--- config.mk ---
export PLATFORM = sky130hd
export DESIGN_NAME = board_input_conditioner
export DESIGN_NICKNAME = d
export VERILOG_FILES = /design/src/rtl/sonata_pkg.sv /design/src/rtl/debounce_channel.sv /design/src/rtl/board_input_conditioner.sv
export SDC_FILE = /design/constraint.sdc
export NUM_CORES = 1
export LEC_CHECK = 0
export ABC_CLOCK_PERIOD_IN_PS = 10880
export CORE_UTILIZATION = 54
export DETAILED_ROUTE_END_ITERATION = 10
export PLACE_DENSITY = 0.83
export REMOVE_ABC_BUFFERS = 1
export SLEW_MARGIN = 20
export SYNTH_ARGS = -nofsm -noshare
export SYNTH_HDL_FRONTEND = slang
export SYNTH_SLANG_ARGS = --single-unit
export TNS_END_PERCENT = 5
--- constraint.sdc ---
create_clock -name clk_sys_i -period 10.88 [get_ports clk_sys_i]
set_clock_uncertainty 0.1 [all_clocks]
set_input_delay 1.088 -clock clk_sys_i [delete_from_list [all_inputs] [get_ports clk_sys_i]]
set_output_delay 1.088 -clock clk_sys_i [all_outputs]
set_load 0.01 [all_outputs]
--- src/rtl/sonata_pkg.sv ---
// Shared constants for the board-input path: default debounce time, gp_i field
// layout and the conditioner control-state encoding.
package sonata_pkg;

    // 5 ms at a 40 MHz system clock
    localparam int DebounceCyclesDefault = 200_000;

    localparam int GpSwitchLsb    = 0;
    localparam int GpSwitchWidth  = 8;
    localparam int GpJoystickLsb  = 8;
    localparam int GpJoystickWidth = 5;
    localparam int GpSelectBit    = 13;
    localparam int GpCardDetBit   = 14;

    // Wide enough to count up to the deepest synchroniser (4 stages)
    localparam int InitCntWidth = 3;

    typedef enum logic {
        StInit = 1'b0,
        StRun  = 1'b1
    } cond_state_e;

endpackage

--- src/rtl/debounce_channel.sv ---
// One board input: metastability synchroniser, polarity correction, stable-cycle
// counter and the accepted level with its registered rise/fall pulses.
module debounce_channel #(
    parameter int SyncStages     = 2,
    parameter int DebounceCycles = 8,
    parameter bit ActiveLow      = 1'b1
) (
    input  logic clk_i,
    input  logic rst_i,
    input  logic pin_i,
    input  logic load_i,
    input  logic run_i,
    output logic level_o,
    output logic rise_o,
    output logic fall_o
);

    localparam int CntWidth   = (DebounceCycles < 1) ? 1 : $clog2(DebounceCycles + 1);
    localparam int CntLastInt = (DebounceCycles > 0) ? DebounceCycles - 1 : 0;
    localparam logic [CntWidth-1:0] CntLast = CntWidth'(CntLastInt);

    logic [SyncStages-1:0] sync_q, sync_d;
    logic [CntWidth-1:0]   cnt_q, cnt_d;
    logic                  level_q, level_d;
    logic                  rise_q, rise_d;
    logic                  fall_q, fall_d;
    logic                  sync_lvl;
    logic                  mismatch;

    always_comb begin
        sync_d = {sync_q[SyncStages-2:0], pin_i};
    end

    assign sync_lvl = sync_q[SyncStages-1] ^ ActiveLow;
    assign mismatch = (sync_lvl != level_q);

    // Any sample equal to the current level restarts the count, so bounce never accumulates
    always_comb begin
        cnt_d   = cnt_q;
        level_d = level_q;
        rise_d  = 1'b0;
        fall_d  = 1'b0;
        if (load_i) begin
            level_d = sync_lvl;
            cnt_d   = '0;
        end else if (run_i) begin
            if (!mismatch) begin
                cnt_d = '0;
            end else if ((DebounceCycles == 0) || (cnt_q == CntLast)) begin
                level_d = sync_lvl;
                rise_d  = sync_lvl;
                fall_d  = ~sync_lvl;
                cnt_d   = '0;
            end else begin
                cnt_d = cnt_q + 1'b1;
            end
        end
    end

    always_ff @(posedge clk_i or posedge rst_i) begin
        if (rst_i) begin
            sync_q  <= '0;
            cnt_q   <= '0;
            level_q <= 1'b0;
            rise_q  <= 1'b0;
            fall_q  <= 1'b0;
        end else begin
            sync_q  <= sync_d;
            cnt_q   <= cnt_d;
            level_q <= level_d;
            rise_q  <= rise_d;
            fall_q  <= fall_d;
        end
    end

    assign level_o = level_q;
    assign rise_o  = rise_q;
    assign fall_o  = fall_q;

endmodule

--- src/rtl/board_input_conditioner.sv ---
// Conditions raw board pads into debounced levels, edge pulses and sticky,
// individually enabled edge events with a combined interrupt.
module board_input_conditioner
    import sonata_pkg::*;
#(
    parameter int               Width          = 16,
    parameter int               SyncStages     = 2,
    parameter int               DebounceCycles = DebounceCyclesDefault,
    parameter logic [Width-1:0] ActiveLowMask  = '1
) (
    input  logic             clk_sys_i,
    input  logic             rst_sys_i,
    input  logic [Width-1:0] pins_i,
    input  logic [Width-1:0] rise_en_i,
    input  logic [Width-1:0] fall_en_i,
    input  logic [Width-1:0] event_clr_i,
    output logic [Width-1:0] level_o,
    output logic [Width-1:0] rise_o,
    output logic [Width-1:0] fall_o,
    output logic [Width-1:0] event_o,
    output logic             irq_o,
    output logic             ready_o
);

    cond_state_e             state_q, state_d;
    logic [InitCntWidth-1:0] init_cnt_q, init_cnt_d;
    logic [Width-1:0]        event_q, event_d;
    logic                    load;
    logic                    run;

    // INIT waits for the synchronisers to fill, then takes the pins as-is without edges
    always_comb begin
        state_d    = state_q;
        init_cnt_d = init_cnt_q;
        load       = 1'b0;
        run        = 1'b0;
        case (state_q)
            StInit: begin
                if (init_cnt_q == InitCntWidth'(SyncStages)) begin
                    load    = 1'b1;
                    state_d = StRun;
                end else begin
                    init_cnt_d = init_cnt_q + 1'b1;
                end
            end
            StRun: begin
                run = 1'b1;
            end
        endcase
    end

    for (genvar i = 0; i < Width; i++) begin : g_chan
        debounce_channel #(
            .SyncStages    (SyncStages),
            .DebounceCycles(DebounceCycles),
            .ActiveLow     (ActiveLowMask[i])
        ) u_chan (
            .clk_i  (clk_sys_i),
            .rst_i  (rst_sys_i),
            .pin_i  (pins_i[i]),
            .load_i (load),
            .run_i  (run),
            .level_o(level_o[i]),
            .rise_o (rise_o[i]),
            .fall_o (fall_o[i])
        );
    end

    // A new edge wins over a clear arriving in the same cycle
    always_comb begin
        event_d = (event_q & ~event_clr_i)
                | (rise_o & rise_en_i)
                | (fall_o & fall_en_i);
    end

    always_ff @(posedge clk_sys_i or posedge rst_sys_i) begin
        if (rst_sys_i) begin
            state_q    <= StInit;
            init_cnt_q <= '0;
            event_q    <= '0;
        end else begin
            state_q    <= state_d;
            init_cnt_q <= init_cnt_d;
            event_q    <= event_d;
        end
    end

    assign event_o = event_q;
    assign irq_o   = |event_q;
    assign ready_o = (state_q == StRun);

endmodule

== Word level (Yosys, flattened, before mapping) ==
Cells that the tools add are included.

* Output and inout bits: 66
* Flip-flop bits (word level): 388
* Word-level logic and storage cells: 468
* Input bits: 66

* Equality and inequality tests: 33
* Reduce and logical (&&, ||, !) cells: 51
* Bitwise operators: 24
* Add/sub/neg operators: 17
* Muxes and demuxes: 260

{| class="wikitable"
|+ Operator list
! cell !! number
|-
| 18-bit two-way mux || 64
|-
| 18-bit by 1-bit adder with 18-bit output (second input constant) || 16
|-
| 18-bit equality test (second input constant) || 16
|-
| 1-bit two-way mux || 196
|-
| 2-bit nonzero test || 33
|-
| 16-bit AND || 3
|-
| 3-bit AND reduction || 16
|-
| 16-bit OR || 2
|-
| 1-bit NOT || 18
|-
| 1-bit inequality test || 16
|-
| 16-bit NOT || 1
|-
| 16-bit OR reduction || 1
|-
| 3-bit by 1-bit adder with 3-bit output (second input constant) || 1
|-
| 3-bit by 2-bit equality test with 1-bit output (second input constant) || 1
|-
| 2-bit AND reduction || 1
|}

== Depth between registers and ports, before layout ==
* Depth in word-level cells: 5
* Gate-level depth with buffers: 10
* Mapped depth without buffers: 8

== Modules after synthesis ==
Synthesis repeated with hierarchy kept, for this count alone.

* Cell total of the unflattened synthesis: 2,216
* Area total of the unflattened synthesis: 21,824.7 sq um

{| class="wikitable"
|+ By module, submodules not included
! module !! cells each !! area an instance (sq um) !! times used
|-
| debounce_channel at g_chan[0].u_chan ... || 133 || 1,311.3 || 15
|-
| debounce_channel at g_chan[9].u_chan || 133 || 1,257.5 || 1
|-
| board_input_conditioner || 88 || 898.4 || 1
|}

== Least setup slack after synthesis ==
Ideal clock, no wire load.

* Path type: register -> register
* From: register g_chan[6].u_chan.cnt_q[7]
* To: register g_chan[6].u_chan.cnt_q[0]
* Library setup time: 0.125 ns
* Setup slack: 8.535 ns
* Arrival: 2.120 ns
* Cell stages (with the launch flop): 8
* Period minus slack after synthesis: 2.345 ns
* Data required time: 10.655 ns
* Cell sequence: dfrtp_1 -> buf_6 -> or4b_1 -> or4_4 -> o21ba_1 -> buf_6 -> buf_6 -> mux2_2

* Longest elaborated chain between the ends: 5

{| class="wikitable"
|+ Ends and longest elaborated chain
! element !! line !! source
|-
| start: declaration || debounce_channel.sv:23 || <nowiki>logic [CntWidth-1:0] cnt_q, cnt_d;</nowiki>
|-
| start signal: assignment || debounce_channel.sv:69 || <nowiki>cnt_q <= cnt_d;</nowiki>
|-
| 18-bit equality test || debounce_channel.sv:49 || <nowiki>end else if ((DebounceCycles == 0) || (cnt_q == CntLast)) begin</nowiki>
|-
| 18-bit two-way mux || debounce_channel.sv:49 ||
|-
| 18-bit two-way mux || debounce_channel.sv:47 || <nowiki>if (!mismatch) begin</nowiki>
|-
| 18-bit two-way mux || debounce_channel.sv:46 || <nowiki>end else if (run_i) begin</nowiki>
|-
| 18-bit two-way mux || debounce_channel.sv:43 || <nowiki>if (load_i) begin</nowiki>
|}

No other way between the ends. The select of a mux whose other input is x is not followed.
A chain may end at the register's enable or synchronous reset.

==> metrics.log <==
[metrics] run status: finished clean
[metrics] FF-to-FF End: g_chan[0].u_chan.cnt_q[11]$_DFFE_PP0P_
[metrics] total vias in the final route: 15526
[metrics] Post-CTS Setup Bufs: 0
[metrics] Worst IR Drop VDD: approximately 0.00011 V
[metrics] Clock H-tree levels: 2
[metrics] Ports: 132
[metrics] chip height: about 190 µm
[metrics] minimum clock period: between 3 and 4 ns
[metrics] routed wire length: around 45000 µm
[metrics] Pwr per Cell Area: 146.4 mW/mm²
[metrics] critical path class: primary input to asynchronous set/reset pin
[metrics] sequential share of the synthesized area: between 50% and 60%
[metrics] flip-flop cell with the highest count after synthesis: sky130_fd_sc_hd__dfrtp_1
[metrics] Vias per Instance: 6.032
[metrics] number of global-route vias before repair: 15197
[metrics] total track usage: between 20% and 30%
[metrics] buffers from clock root to sink, at most: 3
[metrics] Finish-stage setup viols: 0
[metrics] post-route cell area: 0.02204 mm²
[metrics] number of hold-repair buffers added at the cts stage: 0
[metrics] clock latency on the worst-skew pair: 0.55 ns
[metrics] Gates resized, CTS repair: 0
[metrics] die outline area: roughly 0.036 mm²
[metrics] period utilisation layout: about a third
[metrics] number of pins with negative max-slew slack in the final report: 0
[metrics] leading cell type in the layout, fill and taps excluded: sky130_fd_sc_hd__dfrtp_1
[metrics] synthesis-stage register bit count: 388
[metrics] Crit path required time: ~11 ns
[metrics] most used cells in the layout excluding fill and tap cells: sky130_fd_sc_hd__dfrtp_1 (387), sky130_fd_sc_hd__nor2_1 (243), sky130_fd_sc_hd__nand2_1 (188)
[metrics] Worst Min Path Start: g_chan[5].u_chan.sync_q[0]$_DFF_PP0_
[metrics] ranking of synthesized cells by area: sky130_fd_sc_hd__dfrtp_1 (51%), sky130_fd_sc_hd__nor2_1 (4.8%), sky130_fd_sc_hd__xnor2_1 (4.2%), sky130_fd_sc_hd__nand2_1 (3.7%), sky130_fd_sc_hd__nand3_1 (3.2%)
[metrics] data arrival time at the worst-slack endpoint: between 3 and 4 ns
[metrics] Post-Syn Instances: 2007
[metrics] Die X-Extent: between 150 and 200 µm
[metrics] number of synthesized flops with an enable pin: 0
[metrics] DRC errors left: 0
[metrics] largest net degree at the start of global routing: between 100 and 150
[metrics] antenna cell count: 0
[metrics] Post-DRT Antenna Nets: 0
[metrics] tightest hold margin: between 0.2 and 0.25 ns
[metrics] number of hold-slack violations in the final timing report: 0
[metrics] max-slew headroom at the worst pin: between 20 and 30%
[metrics] total area of sequential cells: approximately 0.0097 mm²
[metrics] number of distinct library cells after synthesis: between 70 and 80
[metrics] Nets: roughly 2200
[metrics] crit path capture type: asynchronous set/reset pin
[metrics] fraction of synthesis flops using an asynchronous set or reset pin: 100.0%
[metrics] Post-Syn Area: about 0.019 mm²
[metrics] initial antenna violation count: 0
[metrics] Avg Cell Area, Syn: between 9 and 10 µm²
[metrics] length in cells of the worst reg-to-reg path: 8
[metrics] Maximum Capacitance Violations: 0
[metrics] clock buffers created by TritonCTS: between 40 and 50
[metrics] sinks on the clock net: slightly below 400
[metrics] worst reg2reg startpoint: init_cnt_q[0]$_DFFE_PP0P_
[metrics] non-filler instance count after layout: between 2000 and 3000
[metrics] leakage power summed over all cells: 0.009183 µW
[metrics] Std-Cell Core Area: roughly 0.035 mm²
[metrics] multi-input combinational cell area: between 0.008 and 0.009 mm²
[metrics] count of synthesis-stage warnings from yosys: 0
[metrics] cell type with the highest aggregate area in the netlist: sky130_fd_sc_hd__dfrtp_1
[metrics] cell area reported after detailed placement: between 0.02 and 0.025 mm²
[metrics] CP startpoint kind: primary input
[metrics] Worst Hold Path EP: g_chan[5].u_chan.sync_q[1]$_DFF_PP0_
[metrics] Worst Hold Path Cells: 0
[metrics] layout cells sized above 1: between 5 and 6%
[metrics] Fillers: 2719
[metrics] detail-routed net length per standard cell: around 17 µm
[metrics] worst-case register-to-register setup slack: about 7.7 ns
[metrics] fraction of post-synthesis cell area in the top cell type by area: 50.64%
[metrics] crit path max fanout: about 120
[metrics] area delta synth->final: 14.94%
[metrics] number of port buffers: between 100 and 150
[metrics] number of search-and-repair iterations in the first detailed-routing pass: 5
[metrics] wire length of the first global-routing pass: roughly 74000 µm
[metrics] last weighted congestion value of the routability-driven placer: 0.8606
[metrics] number of placed cells counting well taps: between 2000 and 2500
[metrics] Detailed Route Iter0 Violations: between 1500 and 2000
[metrics] initial cell density of the core: between 50 and 60%
[metrics] worst min-delay path class: flop to flop
[metrics] number of core rows: slightly below 70
[metrics] HPWL reported at the end of detailed placement: 29090 µm
[metrics] FMAX: just under 300 MHz
[metrics] setup repair after global routing missed its margin: no
[metrics] CTS tree: yes
[metrics] slew of the pin with the lowest slew margin: between 1 and 1.5 ns
[metrics] grt total ovfl: 0
[metrics] clk root buf: sky130_fd_sc_hd__clkbuf_16
[metrics] clock slew seen by the registers of the worst setup and hold paths: 0.06 ns
==> Yosys cell counts, types with 9 or more instances <==
| master | number |
|---|---|
| sky130_fd_sc_hd__nand3_1 | 122 |
| sky130_fd_sc_hd__and3_1 | 42 |
| sky130_fd_sc_hd__mux2i_1 | 15 |
| sky130_fd_sc_hd__and4_1 | 13 |
| sky130_fd_sc_hd__a31oi_1 | 32 |
| sky130_fd_sc_hd__buf_4 | 49 |
| sky130_fd_sc_hd__a22oi_1 | 16 |
| sky130_fd_sc_hd__nor4_1 | 44 |
| sky130_fd_sc_hd__o21ai_0 | 118 |
| sky130_fd_sc_hd__a22o_1 | 29 |
| sky130_fd_sc_hd__a21oi_1 | 59 |
| sky130_fd_sc_hd__nand2_1 | 188 |
| sky130_fd_sc_hd__nor4b_1 | 12 |
| sky130_fd_sc_hd__xnor2_1 | 93 |
| sky130_fd_sc_hd__and2_1 | 16 |
| sky130_fd_sc_hd__ha_1 | 18 |
| sky130_fd_sc_hd__nand4_1 | 54 |
| sky130_fd_sc_hd__buf_1 | 9 |
| sky130_fd_sc_hd__clkbuf_1 | 44 |
| sky130_fd_sc_hd__xor2_1 | 68 |
| sky130_fd_sc_hd__nor2_1 | 244 |
| sky130_fd_sc_hd__a31o_2 | 12 |
| sky130_fd_sc_hd__nor3_1 | 74 |
| sky130_fd_sc_hd__or3_1 | 15 |
| sky130_fd_sc_hd__inv_1 | 59 |
| sky130_fd_sc_hd__nor2b_1 | 12 |
| sky130_fd_sc_hd__dfrtp_1 | 388 |
| sky130_fd_sc_hd__nand2b_1 | 10 |
| sky130_fd_sc_hd__a21o_1 | 24 |
==> per-layer routing <==
| metal | GRT usage (%) | up-vias | share of wire, % |
|---|---|---|---|
| met2 | 40.50 | 481 | 48 |
| met1 | 34.59 | 7714 | 44 |
| li1 | - | 7246 | - |
| met5 | 0 | - | 0 |
| met4 | 7.292 | 0 | 2.3 |
| met3 | 3.331 | 85 | 6.0 |
==> kinds of logic after synthesis <==
group           count (synthesis)  share of synthesized area [%]
compound gates                349                          11.77
flops                         388                          50.64
fa+ha+maj                      18                          1.175
mux                            23                          1.253
buf+inv                       170                          4.477
simple gates                  898                          23.34
xor+xnor                      161                          7.354
==> final cells by class <==
| type | count | area share, % |
|---|---|---|
| sequential | 388 | 44.06 |
| multi-input combinational | 1449 | 39.12 |
| timing repair buffer | 145 | 6.444 |
| clock buffer | 56 | 5.428 |
| tap | 455 | 2.583 |
| clock inverter | 22 | 1.328 |
| inverter | 59 | 1.039 |
==> power breakdown <==
part	internal [µW]	switching, µW
clock network	921	594
registers	1480	39.1
logic	77.4	114
==> registers in the layout (all words and copies together) (netlist names) <==
register               count
g_chan.u_chan.cnt_q      288
init_cnt_q                 3
ready_o                    1
g_chan.u_chan.sync_q      32
g_chan.u_chan.rise_o      16
g_chan.u_chan.fall_o      16
g_chan.u_chan.level_o     16
event_o                   16
==> critical path: stages <==
cell and delay [ns]:
sky130_fd_sc_hd__clkdlybuf4s50_1 0.49, sky130_fd_sc_hd__inv_8 0.60, sky130_fd_sc_hd__buf_4 0.84, sky130_fd_sc_hd__buf_4 0.74
==> how the worst max path moves through the flow <==
stage | start | slack, ns | to | cells after the start
3_3_place_gp | rst_sys_i | 6.84 | g_chan[4].u_chan.fall_o$_DFF_PP0_ | 4
5_1_grt | rst_sys_i | 7.04 | g_chan[13].u_chan.cnt_q[4]$_DFFE_PP0P_ | 4
2_1_floorplan | rst_sys_i | -1.09 | event_o[0]$_DFF_PP0_ | 1
6_report | rst_sys_i | 7.44 | g_chan[4].u_chan.cnt_q[7]$_DFFE_PP0P_ | 4
3_5_place_dp | rst_sys_i | 6.77 | event_o[13]$_DFF_PP0_ | 4
4_1_cts | rst_sys_i | 7.34 | g_chan[13].u_chan.cnt_q[13]$_DFFE_PP0P_ | 4
==> through the flow <==
step / TNS [ns] / utilization (%) / power, µW / worst slack, ns
after floorplan: -423.77 / - / 1658 / -1.092
after global placement: 0 / 59.18 / 1722 / 6.843
after detailed placement: 0 / 59.18 / 1735 / 6.774
after CTS: 0 / 63.47 / 3246 / 7.342
after global routing: 0 / 63.49 / 3342 / 7.036
final: 0 / 63.49 / 3226 / 7.438
(Power assumes the default switching activity.)
